File: src/rtl/serial_frame_sink.sv
// serial_frame_sink
// Receive-side stage for a bit-serial stream offered under a ready/data
// handshake. Frames are start(1), WIDTH payload bits LSB first, stop(0).
// Good words are buffered in a show-ahead FIFO that feeds a parallel
// valid/ready consumer. A bad stop bit drops the word, pulses frame_err and
// bumps a saturating error counter. ready is withheld whenever the FIFO is
// full, so a stop bit is never accepted without room to store its word.
module serial_frame_sink #(
   parameter int WIDTH = 8,
   parameter int DEPTH = 4
) (
   input  logic             clk,
   input  logic             rst,
   output logic             ready,
   input  logic             data,
   output logic             out_valid,
   output logic [WIDTH-1:0] out_data,
   input  logic             out_ready,
   output logic             frame_err,
   output logic [7:0]       err_cnt
);

   localparam int PW = (DEPTH > 1) ? $clog2(DEPTH) : 1;
   localparam int CW = $clog2(DEPTH + 1);
   localparam int BW = (WIDTH > 1) ? $clog2(WIDTH) : 1;

   localparam logic [CW-1:0] DEPTH_C    = CW'(DEPTH);
   localparam logic [CW-1:0] CNT_ZERO_C = {CW{1'b0}};
   localparam logic [CW-1:0] CNT_ONE_C  = CW'(1);
   localparam logic [PW-1:0] PTR_ONE_C  = PW'(1);
   localparam logic [BW-1:0] BIT_ZERO_C = {BW{1'b0}};
   localparam logic [BW-1:0] BIT_ONE_C  = BW'(1);
   localparam logic [BW-1:0] LAST_BIT_C = BW'(WIDTH - 1);

   typedef enum logic [1:0] {
      ST_IDLE  = 2'd0,
      ST_SHIFT = 2'd1,
      ST_STOP  = 2'd2
   } state_t;

   // Frame assembly state
   state_t           state_q,   state_d;
   logic [WIDTH-1:0] shift_q,   shift_d;
   logic [BW-1:0]    bit_cnt_q, bit_cnt_d;

   // FIFO state
   logic [WIDTH-1:0] mem_q [DEPTH];
   logic [PW-1:0]    wr_ptr_q,  wr_ptr_d;
   logic [PW-1:0]    rd_ptr_q,  rd_ptr_d;
   logic [CW-1:0]    count_q,   count_d;

   // Registered outputs
   logic             ready_q,     ready_d;
   logic             out_valid_q, out_valid_d;
   logic [WIDTH-1:0] out_data_q,  out_data_d;
   logic             frame_err_q, frame_err_d;
   logic [7:0]       err_cnt_q,   err_cnt_d;

   // Per-edge events
   logic accept_s;
   logic push_s;
   logic pop_s;
   logic bad_stop_s;

   assign accept_s = ready_q;
   assign pop_s    = out_valid_q & out_ready;

   // Frame FSM: start detection, payload shifting and stop-bit check
   always_comb begin
      state_d    = state_q;
      shift_d    = shift_q;
      bit_cnt_d  = bit_cnt_q;
      push_s     = 1'b0;
      bad_stop_s = 1'b0;
      if (accept_s) begin
         case (state_q)
            ST_IDLE: begin
               if (data) begin
                  shift_d   = {WIDTH{1'b0}};
                  bit_cnt_d = BIT_ZERO_C;
                  state_d   = ST_SHIFT;
               end else begin
                  state_d   = ST_IDLE;
               end
            end
            ST_SHIFT: begin
               // Payload arrives LSB first, so each bit enters at the top
               shift_d   = {data, shift_q[WIDTH-1:1]};
               bit_cnt_d = bit_cnt_q + BIT_ONE_C;
               if (bit_cnt_q == LAST_BIT_C) begin
                  state_d = ST_STOP;
               end else begin
                  state_d = ST_SHIFT;
               end
            end
            ST_STOP: begin
               // A 1 here is a framing error, not the start of a new frame
               if (data) begin
                  bad_stop_s = 1'b1;
               end else begin
                  push_s     = 1'b1;
               end
               state_d = ST_IDLE;
            end
            default: begin
               state_d = ST_IDLE;
            end
         endcase
      end else begin
         state_d = state_q;
      end
   end

   // FIFO pointers, occupancy and next values of the registered outputs
   always_comb begin
      wr_ptr_d = wr_ptr_q;
      rd_ptr_d = rd_ptr_q;
      count_d  = count_q;
      if (push_s) begin
         wr_ptr_d = wr_ptr_q + PTR_ONE_C;
      end else begin
         wr_ptr_d = wr_ptr_q;
      end
      if (pop_s) begin
         rd_ptr_d = rd_ptr_q + PTR_ONE_C;
      end else begin
         rd_ptr_d = rd_ptr_q;
      end
      case ({push_s, pop_s})
         2'b10:   count_d = count_q + CNT_ONE_C;
         2'b01:   count_d = count_q - CNT_ONE_C;
         default: count_d = count_q;
      endcase

      ready_d     = (count_d < DEPTH_C);
      out_valid_d = (count_d != CNT_ZERO_C);

      // The head after this edge is the word being pushed only when it
      // lands exactly at the new read pointer (FIFO empty after any pop)
      if (push_s && (wr_ptr_q == rd_ptr_d)) begin
         out_data_d = shift_q;
      end else if (count_d != CNT_ZERO_C) begin
         out_data_d = mem_q[rd_ptr_d];
      end else begin
         out_data_d = out_data_q;
      end

      frame_err_d = bad_stop_s;
      if (bad_stop_s && (err_cnt_q != 8'hFF)) begin
         err_cnt_d = err_cnt_q + 8'd1;
      end else begin
         err_cnt_d = err_cnt_q;
      end
   end

   // State and output registers with asynchronous clear
   always_ff @(posedge clk or posedge rst) begin
      if (rst) begin
         state_q     <= ST_IDLE;
         shift_q     <= {WIDTH{1'b0}};
         bit_cnt_q   <= BIT_ZERO_C;
         wr_ptr_q    <= {PW{1'b0}};
         rd_ptr_q    <= {PW{1'b0}};
         count_q     <= CNT_ZERO_C;
         ready_q     <= 1'b0;
         out_valid_q <= 1'b0;
         out_data_q  <= {WIDTH{1'b0}};
         frame_err_q <= 1'b0;
         err_cnt_q   <= 8'd0;
      end else begin
         state_q     <= state_d;
         shift_q     <= shift_d;
         bit_cnt_q   <= bit_cnt_d;
         wr_ptr_q    <= wr_ptr_d;
         rd_ptr_q    <= rd_ptr_d;
         count_q     <= count_d;
         ready_q     <= ready_d;
         out_valid_q <= out_valid_d;
         out_data_q  <= out_data_d;
         frame_err_q <= frame_err_d;
         err_cnt_q   <= err_cnt_d;
      end
   end

   // FIFO storage; contents need no reset because occupancy gates them
   always_ff @(posedge clk) begin
      if (push_s) begin
         mem_q[wr_ptr_q] <= shift_q;
      end
   end

   assign ready     = ready_q;
   assign out_valid = out_valid_q;
   assign out_data  = out_data_q;
   assign frame_err = frame_err_q;
   assign err_cnt   = err_cnt_q;

endmodule

File: config.mk
export PLATFORM = sky130hd
export DESIGN_NAME = serial_frame_sink
export DESIGN_NICKNAME = d
export VERILOG_FILES = /design/src/rtl/serial_frame_sink.sv
export SDC_FILE = /design/constraint.sdc
export NUM_CORES = 1
export LEC_CHECK = 0
export ABC_CLOCK_PERIOD_IN_PS = 7800
export BUFFER_PORTS_ARGS = -buffer_cell sky130_fd_sc_hd__buf_2
export CAP_MARGIN = 30
export CORE_MARGIN = 10
export CORE_UTILIZATION = 45
export CTS_CLUSTER_DIAMETER = 80
export DETAILED_ROUTE_END_ITERATION = 8
export GPL_TIMING_DRIVEN = 0
export PLACE_DENSITY = 0.62
export SLEW_MARGIN = 20
export SYNTH_ARGS = -nofsm -noshare
export SYNTH_HDL_FRONTEND = slang
export SYNTH_SLANG_ARGS = --single-unit
File: constraint.sdc
create_clock -name clk -period 7.8 [get_ports clk]
set_input_delay 1.56 -clock clk [delete_from_list [all_inputs] [get_ports clk]]
set_output_delay 1.56 -clock clk [all_outputs]
set_load 0.005 [all_outputs]
# Word level (Yosys, flattened, before mapping)
# Memories as Yosys holds them, arrays and structs flattened. A register that Yosys moved wholly into a read port is not among the register bits.
# Index checks and enable logic that the tools add are counted.
totals:
  register_bits: 31
  latchBits: 0
  ramBits: 32
  rom_bits: 0
  inputBits: 4
  out_inout_bits: 19
  wordCells: 51
  n_memories: 1
op_classes:
  addsub: 6
  multipliers: 0
  div_mod_pow: 0
  order_cmp: 1
  eq_ne: 8
  shifts: 0
  muxes: 17
  bitwise: 1
  n_reduce_logical: 7
mem_list:
  columns: ["name", "words", "width", "rd", "rd_ports_with_merged_regs", "write_ports", "line_no", "source"]
  rows:
  - ["mem_q", 4, 8, 1, 1, 1, "47", "logic [WIDTH-1:0] mem_q [DEPTH];"]
op_table:
  columns: ["op", "count"]
  rows:
  - ["one-hot mux 8 bit (2 select lines)", 1]
  - ["one-hot mux 3 bit (2 select lines)", 2]
  - ["2-to-1 mux 1 bit", 9]
  - ["adder 8 x 1 -> 8 bit (second input constant)", 1]
  - ["2-to-1 mux 8 bit", 1]
  - ["inequality test 8 bit (second input constant)", 1]
  - ["adder 3 x 1 -> 3 bit (second input constant)", 2]
  - ["adder 2 x 1 -> 2 bit (second input constant)", 2]
  - ["== test 2 x 1 -> 1 bit (second input constant)", 2]
  - ["== test 2 bit (second input constant)", 2]
  - ["2-to-1 mux 2 bit", 2]
  - ["one-hot mux 2 bit (2 select lines)", 1]
  - ["nonzero test 2 bit", 2]
  - ["== test 3 bit (second input constant)", 1]
  - ["< comparator 3 bit (second input constant)", 1]
  - ["2-to-1 mux 3 bit", 1]
  - ["AND reduction 3 bit", 1]
  - ["nonzero test 3 bit", 1]
  - ["subtractor 3 x 1 -> 3 bit (second input constant)", 1]
  - ["== test 2 bit", 1]
  - ["logical AND 1 bit", 2]
  - ["logical NOT 2 bit", 1]
  - ["inequality test 2 bit (second input constant)", 1]
  - ["AND 1 bit", 1]

# Depth between registers and ports, before layout
logic_depth:
  depth_word: 7
  mapped_depth: 13
  depth_no_buf: 10

# Worst setup path after synthesis
# No wires, ideal clock.
synth_path:
  path_type: "in2reg"
  from: "input port out_ready"
  to: "register out_data_q[0] (netlist: out_data[0]) (read register of mem_q)"
  setup_time_ns: 0.082
  t_arrival_ns: 3.651
  required_time_ns: 7.718
  slack_ns: 4.067
  stages: 12
  path_buffers: 3
  path_cell_list: "buf_2 nand2_2 inv_1 buf_2 ha_1 inv_1 fa_1 xor3_1 a31o_1 buf_6 a221o_1 a31oi_1"
synth_via:
  elab_chain_cells: 5
  elab_cells_between_ends: 9
  classes_between: "eq/ne: 3; mux: 2; bitwise: 1; reduce/logical: 3"
synth_rtl:
  columns: ["element", "line_no", "source"]
  rows:
  - ["start: declaration", "18", "input logic out_ready,"]
  - ["AND 1 bit *", "66", "assign pop_s = out_valid_q & out_ready;"]
  - ["== test 2 x 1 -> 1 bit (tied with other cells)", "129", "case ({push_s, pop_s})"]
  - ["one-hot mux 3 bit (2 select lines) or == test 2 bit (tied branches)", "129, 140", null]
  - ["nonzero test 3 bit or logical AND 1 bit (tied branches)", "142, 140", null]
  - ["nonzero test 2 bit (no line)", null, null]
  - ["end: declaration", "55", "logic [WIDTH-1:0] out_data_q, out_data_d;"]
# Every way passes the cells marked *; elsewhere a longest branch is shown, timed or not.
# A chain may end at the register's enable or synchronous reset.

# Worst setup path in the final report
layout_path:
  from: "input port out_ready"
  to: "register out_data_q[4] (netlist: out_data[4]) (read register of mem_q)"
layout_via:
  elab_chain_cells: 5
  elab_cells_between_ends: 9
  classes_between: "eq/ne: 3; mux: 2; bitwise: 1; reduce/logical: 3"
layout_rtl:
  columns: ["element", "line_no", "source"]
  rows:
  - ["AND 1 bit *", "66", null]
  - ["== test 2 x 1 -> 1 bit or == test 2 bit (tied branches)", "129", null]
  - ["one-hot mux 3 bit (2 select lines) *", "129", null]
  - ["nonzero test 3 bit *", null, null]
  - ["via out_valid_d", "54", "logic out_valid_q, out_valid_d;"]
  - ["nonzero test 2 bit (no line) *", null, null]
# Mark *: on every way through the listed nets, which the timed path passes. The rest lies on a longest branch.

==> key figures <==
Pwr
  – Pwr per Cell Area: 341 mW/mm^2
  – Total chip power: 1.32 mW
  – LEAKAGE: 1.58 nW
  – Max VDD drop: 0.000157 V

Yosys
  – Synth cell types: 45
  – Main flop type after synthesis: dfrtp_1
  – Synth Area in Simple Gates: 10.4%
  – Adder-cell share of the synthesized area: 3.50%
  – Post-synthesis compound-gate area fraction: 18.3%
  – Synthesized flop and latch total: 71
  – Largest family of logic cells by synthesized area: compound AO/OA/AOI/OAI gates
  – Post-synth top area cell: dfrtp_1
  – Sequential fraction of the synthesis area: 56.4%
  – Top cells by area, synth: dfrtp_1 28%, edfxtp_1 28%, a211oi_1 7.9%
  – Post-Synth XOR/XNOR Area: 4.01%
  – Mapped cell area: 0.00343 mm^2
  – YS warnings: 0
  – Post-synth EDFFs: 32
  – Asr flop ratio synth: 54.9%
  – Syn nets: 293
  – Syn Area/Cell: 12.3 um^2
  – Synthesized instance count: 280
  – Synth top area share: 28.4%
  – Post-synthesis mux area share: 3.03%

Route
  – Wire per inst: 16.5 um
  – Drt initial violations: 77
  – Via Count: 2,321
  – Antenna-violating nets left: 0
  – Total Routed Length: 6.90 mm
  – Post-route DRC: 0
  – Pre-antenna DRT Iters: 4
  – Mean number of vias per cell: 5.57

Critical path
  – Slowest stage cell, crit path: fa_1
  – Worst r2r path cells: 13
  – Critical path launch point type: input pin
  – CP Class: in -> reg
  – Arrival time of the worst setup path: 4.12 ns
  – Crit path cell chain: buf_2, nand2_2, inv_1, buf_2, ha_1, inv_1, fa_1, nor2b_1, a31o_1, buf_6, clkinv_1, o211ai_1, a31oi_1
  – Worst Path Required: 8.02 ns
  – Crit path max fanout: 10
  – Max incr delay on CP: 0.47 ns
  – CP Capture Type: flop

Timing
  – Final Max Slew Viols: 0
  – Slew @ Worst Pin: 0.644 ns
  – RSZ-0062 raised after global routing: false
  – # setup viols final: 0
  – PnR worst setup slack: 3.90 ns
  – Setup_tns: 0 ns
  – Ratio of final minimum period to clock period: 50.0%
  – Period minus WS final: 3.90 ns
  – Final Hold Slack: 0.497 ns
  – Max Clock Freq: 257 MHz
  – Fin. Hold Viols: 0
  – Relative slew slack: 56.8%
  – Clock skew: 0.00549 ns

CTS
  – Clk_lat worst skew: 0.35 ns
  – CTS tree: built
  – Post-CTS setup buffers: 0
  – Clock Path Buffers: 2
  – CTS root buffer: clkbuf_8
  – Gates resized, CTS repair: 0
  – Sink Count: 71
  – H-tree Lvls: 3
  – CTS Buf Count: 9
  – Number of hold buffers added after CTS: 0
  – Clk slew on worst S/H paths: 0.08 ns

Global route
  – Initial antenna violation count: 0
  – GRT Util Overall: 12.4%
  – First-pass GRT wire length: 11.6 mm
  – Largest net degree at the start of global routing: 25
  – Vias in the first global route: 2,369
  – GRT overflow: 0

Finish
  – Area grow syn2layout: 12.9%
  – Diode count: 0
  – Post-route insts no fill: 417
  – Final instance area: 0.00388 mm^2
  – Final core utilization: 52.9%
  – Nets: 326
  – Layout cells sized above 1: 16.4%

Place
  – Post-DP Area: 0.00368 mm^2
  – IO buf count: 21
  – Post-place setup slack: 3.56 ns
  – Final Wtd Congestion: 0.844
  – DP Wirelength: 5.15 mm
  – Post-placement cell count: 401

Flow run
  – Max-Cap Viols: 0

Die
  – Die ar.: 0.0115 mm^2
  – Die Span X: 107 um
  – Effective utilization at floorplan: 46.8%
  – Rows: 31
  – Core Region: 0.00733 mm^2
  – Chip Height: 107 um
  – Top Ports: 23

Outcome
  – Status: complete, no violations

Hold path
  – WHS Path Cells: 1
  – Min-delay worst type: reg -> reg
layer usage:
metal | wire, um | track usage, % | up-vias
met5 | 0 | 0 | -
met1 | 3210 | 15.1 | 1121
met4 | 40 | 3.44 | 0
met2 | 3270 | 19.6 | 48
li1 | - | - | 1146
met3 | 376 | 5.27 | 6
worst max-delay path: cells and delay by family:
family	cells	cell delay (ns)
adders and majority gates	2	0.74
and+or+nand+nor	2	0.33
buffers and inverters	6	1.00
AOI/OAI and AO/OA	3	0.48
kinds of logic after synthesis:
family / count (synthesis)
and+or+nand+nor: 54
AOI/OAI and AO/OA: 87
buffers and inverters: 35
muxes: 10
adders and majority gates: 9
DFF: 71
xor gates and xnor gates: 14
area by class of cell:
| class | instances | area [um^2] |
|---|---|---|
| sequential | 71 | 1940 |
| inverter | 14 | 52.6 |
| clock buffer | 9 | 124 |
| fill | 666 | 3450 |
| tap | 99 | 124 |
| clock inverter | 7 | 71.3 |
| multi-input combinational | 174 | 1350 |
| buffer | 21 | 96.3 |
| timing repair buffer | 22 | 125 |
layout by cell type, fill, tap and decap left out, types with 2 or more instances in the layout:
cell type   Yosys  routed
dfrtp_1        39      39
a211oi_1       36      36
edfxtp_1       32      32
buf_2           8      29
nand2_1        14      14
inv_1          13      12
clkbuf_1       12      12
o21ai_0        11      11
a22o_1         11      11
and4b_1         9       9
o211ai_1        9       9
clkbuf_8        0       9
nor4bb_1        8       8
a31oi_1         8       8
ha_1            8       8
xnor2_1         7       7
mux2i_1         7       7
xor2_1          6       6
nor2_1          5       5
and2_1          5       5
o21ai_1         3       3
mux2_2          3       3
nand3_1         2       2
nor3_1          2       2
clkinv_1        1       2
clkinvlp_4      0       2
inv_6           0       2
sequential cells by signal (all words and copies together), names as in the netlist:
register	flops
out_valid	1
out_data	8
bit_cnt_q	3
err_cnt	8
count_q	3
state_q	2
rd_ptr_q	2
frame_err	1
mem_q	32
wr_ptr_q	2
shift_q	8
ready	1
cells in the mapped netlist, drive strengths merged (2+ instances only):
master,n
a211oi,36
a22o,11
a31oi,8
and2,5
and4b,9
buf,9
clkbuf,12
dfrtp,39
edfxtp,32
ha,8
inv,13
mux2,3
mux2i,7
nand2,15
nand3,2
nor2,5
nor3,2
nor4bb,8
o211ai,9
o21ai,14
xnor2,7
xor2,6
path summary, 6_finish.rpt:
check / from / end / slack [ns]
max in group asynchronous: rst / shift_q[2] / 6.18
hold / removal: err_cnt[6] / err_cnt[6] / 0.50
setup reg to reg: out_valid / out_data[4] / 4.74
hold reg to reg: err_cnt[6] / err_cnt[6] / 0.50
min in group asynchronous: rst / count_q[1] / 1.18
setup / recovery: out_ready / out_data[4] / 3.90
power by group:
| group | total [mW] | leakage [nW] | internal (mW) | switching, mW |
|---|---|---|---|---|
| combinational | 0.471 | 0.709 | 0.208 | 0.263 |
| sequential | 0.560 | 0.779 | 0.485 | 0.0752 |
| clock | 0.289 | 0.0937 | 0.148 | 0.141 |
| total | 1.32 | 1.58 | 0.841 | 0.479 |
(Power assumes the default switching activity.)
